<file path="src/rtl/reload_counter.sv">
// Up/down counter with a reload register, auto-reload or one-shot terminal behaviour.
// Optional count prescaler enabled by defining RELOAD_CNT_PRESCALE_EN.
module reload_counter #(
    parameter int unsigned WIDTH    = 8,
    parameter int unsigned PRESCALE = 4
) (
    input  logic             clk,
    input  logic             reset,
    input  logic             en_i,
    input  logic             up_i,
    input  logic             mode_i,
    input  logic             load_i,
    input  logic [WIDTH-1:0] load_val_i,
    output logic [WIDTH-1:0] count_o,
    output logic             tc_o,
    output logic             busy_o
);

    typedef enum logic {
        RUN  = 1'b0,
        HALT = 1'b1
    } state_t;

    state_t           state_q, state_d;
    logic [WIDTH-1:0] count_q, count_d;
    logic [WIDTH-1:0] rld_q, rld_d;
    logic             tc_q, tc_d;
    logic             tick;
    logic             at_term;

`ifdef RELOAD_CNT_PRESCALE_EN
    localparam int unsigned PW = $clog2(PRESCALE);

    logic [PW-1:0] presc_q, presc_d;

    // A step happens only on the cycle the prescaler wraps.
    assign tick = (presc_q == PW'(PRESCALE - 1));

    always_comb begin
        presc_d = presc_q;
        if (load_i) begin
            presc_d = '0;
        end else if (state_q == RUN && en_i) begin
            presc_d = tick ? '0 : presc_q + PW'(1);
        end
    end

    always_ff @(posedge clk or posedge reset) begin
        if (reset) begin
            presc_q <= '0;
        end else begin
            presc_q <= presc_d;
        end
    end
`else
    logic unused_prescale;
    assign unused_prescale = ^PRESCALE;
    assign tick            = 1'b1;
`endif

    assign at_term = up_i ? (count_q == '1) : (count_q == '0);

    always_comb begin
        state_d = state_q;
        count_d = count_q;
        rld_d   = rld_q;
        tc_d    = 1'b0;
        if (load_i) begin
            rld_d   = load_val_i;
            count_d = load_val_i;
            state_d = RUN;
        end else if (state_q == RUN && en_i && tick) begin
            if (at_term) begin
                count_d = rld_q;
                tc_d    = 1'b1;
                if (mode_i) begin
                    state_d = HALT;
                end
            end else if (up_i) begin
                count_d = count_q + WIDTH'(1);
            end else begin
                count_d = count_q - WIDTH'(1);
            end
        end
    end

    always_ff @(posedge clk or posedge reset) begin
        if (reset) begin
            state_q <= RUN;
            count_q <= '0;
            rld_q   <= '0;
            tc_q    <= 1'b0;
        end else begin
            state_q <= state_d;
            count_q <= count_d;
            rld_q   <= rld_d;
            tc_q    <= tc_d;
        end
    end

    assign count_o = count_q;
    assign tc_o    = tc_q;
    assign busy_o  = (state_q == RUN);

endmodule
</file>
<file path="config.mk">
export PLATFORM = sky130hd
export DESIGN_NAME = reload_counter
export DESIGN_NICKNAME = d
export VERILOG_FILES = /design/src/rtl/reload_counter.sv
export SDC_FILE = /design/constraint.sdc
export NUM_CORES = 1
export LEC_CHECK = 0
export CAP_MARGIN = 15
export CELL_PAD_IN_SITES_DETAIL_PLACEMENT = 0
export CELL_PAD_IN_SITES_GLOBAL_PLACEMENT = 2
export CORE_ASPECT_RATIO = 1.25
export CORE_UTILIZATION = 30
export DETAILED_ROUTE_END_ITERATION = 10
export HOLD_SLACK_MARGIN = 0.15
export PLACE_DENSITY_LB_ADDON = 0.1
export SLEW_MARGIN = 40
export SYNTH_ARGS = -nofsm -noshare
export SYNTH_HDL_FRONTEND = slang
export SYNTH_SLANG_ARGS = --single-unit
</file>
<file path="constraint.sdc">
create_clock -name clk -period 2.3 [get_ports clk]
set_input_delay 0.46 -clock clk [delete_from_list [all_inputs] [get_ports clk]]
set_output_delay 0.46 -clock clk [all_outputs]
set_load 0.05 [all_outputs]
</file>
==> metrics.txt <==
number of instances in the placed design 195; worst flop-to-flop path startpoint count_o[3]$_DFFE_PP0P_; worst skew pair latency 260 ps; count of buffers from port buffering 23; sw frac 0.364; clock root buffer sky130_fd_sc_hd__clkbuf_8; Combinational Power Share 0.407; fill count 367; post-synth top area cell sky130_fd_sc_hd__dfrtp_1; MaxCap Viol Count 0; routed len/inst 14.5 um; length of the first detailed-routing pass in iterations 4; routed via count divided by cell count 5.20; worst hold-check path type reg2reg; Iter 0 DRT Violations 32; static leakage power 0.706 nW; filler-free cell count of the finished design 199; maximum number of pins on one net before global-route repair 19; CTS clock-pin slew for the worst setup and hold paths 70 ps; hold-critical path depth 1; synthesized netlist cell count 120; most common cell after layout, fill and taps aside sky130_fd_sc_hd__clkdlybuf4s50_1; via count of the first global-routing pass 1015; worst slack at placement -275 ps; synthesized area per cell 9.36 um2; endpoint of the worst-slack reg-to-reg timing path count_o[4]$_DFFE_PP0P_; n_diodes 0; sequential fraction of the synthesis area 0.401; number of remaining DRC errors 0; global placer's final weighted congestion 0.870; Worst Hold Launch rld_q[4]$_DFFE_PP0P_; synthesized-area fraction occupied by ao, oa, aoi and oai cells 0.195; worst path required time 2420 ps; clock buffer depth 2; Area growth syn-to-layout 41.9%; worst setup path class in2reg; total power per unit cell area 700 mW/mm2; nets in the synthesized netlist 141; Clk network pwr share 0.239; most frequent cells in the layout 23 x sky130_fd_sc_hd__clkdlybuf4s50_1, 18 x sky130_fd_sc_hd__dfrtp_1, 18 x sky130_fd_sc_hd__buf_4, 13 x sky130_fd_sc_hd__nor2_1, 11 x sky130_fd_sc_hd__o21ai_0; synth top area cells sky130_fd_sc_hd__dfrtp_1 40%, sky130_fd_sc_hd__ha_1 6.7%, sky130_fd_sc_hd__o21ai_0 5.3%; DP Wirelength 2.22 mm; Worst-Margin Slew 688 ps; initial antenna violation count 0; part of the power in registers 0.354; distinct cell type count after synthesis 30; final hold slack 509 ps; Setup Total Neg Slack 0 ps; arrival time at the worst endpoint 2290 ps; post-synthesis share of cell area spent on full adders, half adders and majority gates 0.0846; Sw Pwr 0.000406 W; final worst path period need 2160 ps; count of standard-cell rows 24; number of levels in the clock H-tree 1; vias after detailed routing 1035; synthesis-stage register bit count 18; mux share of post-synthesis cell area 0.0857; dominant combinational cell family by area after synthesis compound AO/OA/AOI/OAI gates; Max Fanout on Critical Path 4; unrepaired setup endpoints after global routing true; simple-gate portion of the synthesized area 0.140; post-synth top area share 0.401; total global routing track utilization 0.166; first-pass GRT wire length 5.01 mm; Internal Pwr Total 0.000710 W; CP Launch Type input port; area taken by flip-flops and latches 450 um2; Die Span Y 70.4 um; Yosys warning count 0; cells on worst reg2reg path 6; starting density of the core 0.317; setup slack on the worst flop-to-flop path 430 ps; parity-gate share of the synthesized area counting xor and xnor cells 0.0468; Final period util 0.941; number of buffers added by the clock tree synthesis step 3; element type at the critical path end flip-flop; total die area 0.00400 mm2; hold_buf cts 0; Final Hold Fails 0; status finished, final reports clean; share of final-layout standard cells stronger than drive strength 1 0.213; total power consumption of the routed design 0.00112 W; count of nets left with antenna violations after detail routing 0; worst-case setup margin in the final layout 136 ps; worst IR drop on VDD 0.000278 V; number of clock sinks 18; CTS tree built; Net count, final 182; worst slew margin relative to its limit 0.539; final number of setup-violating endpoints 0; upper clock frequency limit 462 MHz; Hold Path End rld_q[4]$_DFFE_PP0P_; overall die width 56.7 um; Routed Wire Length 2.89 mm; io pins 24; post-CTS setup buffer count 0; number of max-slew violations in the final report 0; area used by multi-input combinational logic 648 um2; aggregate global routing overflow 0; netlist area before placement 0.00112 mm2; Setup Skew 5.09 ps; area of the placeable core 0.00354 mm2
[power by group through the flow]
stage	combinational (W)	clock (W)	sequential (W)
after floorplan	0.000194	0	0.000464
after global placement	0.000430	0	0.000400
after detailed placement	0.000432	0	0.000401
after CTS	0.000439	0.000273	0.000394
after global routing	0.000502	0.000287	0.000403
final	0.000454	0.000267	0.000395
[repair_timing]
action	CTS	global route
pin swaps	0	4
endpoints found under the hold margin	0	0
setup endpoints to repair	1	3
gates resized for setup	1	6
[synthesized netlist by cell type, drive strengths merged]
cell type  instances
dfrtp             18
nor2              14
o21ai             12
a21oi              8
inv                7
ha                 6
xor2               6
mux2               5
nand2              5
clkbuf             4
mux2i              4
a211oi             3
a22oi              3
a31oi              3
o31ai              3
nand3b             2
nand4              2
nor2b              2
nor3               2
o21bai             2
or4                2
and3               1
buf                1
fa                 1
nand2b             1
nor4               1
o211ai             1
o22ai              1
[per-layer routing]
layer  global-route usage  routed length, um  vias to the layer above
li1                     -                  -                      513
met1                0.222               1370                      494
met2                0.257               1360                       21
met3               0.0259                 87                        7
met4               0.0840                 74                        0
met5                    0                  0                        -
[flip-flops by register name (all words and copies together), names as in the netlist]
register and count:
state_q 1, count_o 8, rld_q 8, tc_o 1
[stage by stage]
step | util | cell area [um2]
finish | 0.450 | 1590
detailed placement | 0.427 | 1510
CTS | 0.444 | 1570
global placement | 0.427 | 1510
floorplan | - | 1120
global route | 0.450 | 1590
[how the worst max path moves through the flow]
stage	to	from
2_1_floorplan	count_o[6]$_DFFE_PP0P_	count_o[0]$_DFFE_PP0P_
3_3_place_gp	count_o[6]$_DFFE_PP0P_	up_i
3_5_place_dp	count_o[6]$_DFFE_PP0P_	up_i
4_1_cts	count_o[5]$_DFFE_PP0P_	up_i
5_1_grt	count_o[5]$_DFFE_PP0P_	up_i
6_report	count_o[5]$_DFFE_PP0P_	up_i
[kinds of logic after synthesis]
group,count (synthesis)
xor+xnor,6
mux,9
compound gates,36
fa+ha+maj,7
simple gates,32
buf+inv,12
flops,18
[critical path: stages]
cell and delay [ps]:
sky130_fd_sc_hd__clkdlybuf4s50_1 480, sky130_fd_sc_hd__inv_1 100, sky130_fd_sc_hd__ha_1 390, sky130_fd_sc_hd__o21ai_0 250
sky130_fd_sc_hd__o21bai_1 120, sky130_fd_sc_hd__a21oi_2 150, sky130_fd_sc_hd__xor2_1 220, sky130_fd_sc_hd__a31oi_1 110
[layout make-up]
type	instances	share of cell area
Tap cell	39	0.0306
Sequential cell	18	0.283
Timing Repair Buffer	41	0.229
Inverter	7	0.0165
Multi-Input combinational cell	90	0.407
Clock buffer	4	0.0345
(Power assumes the default switching activity.)
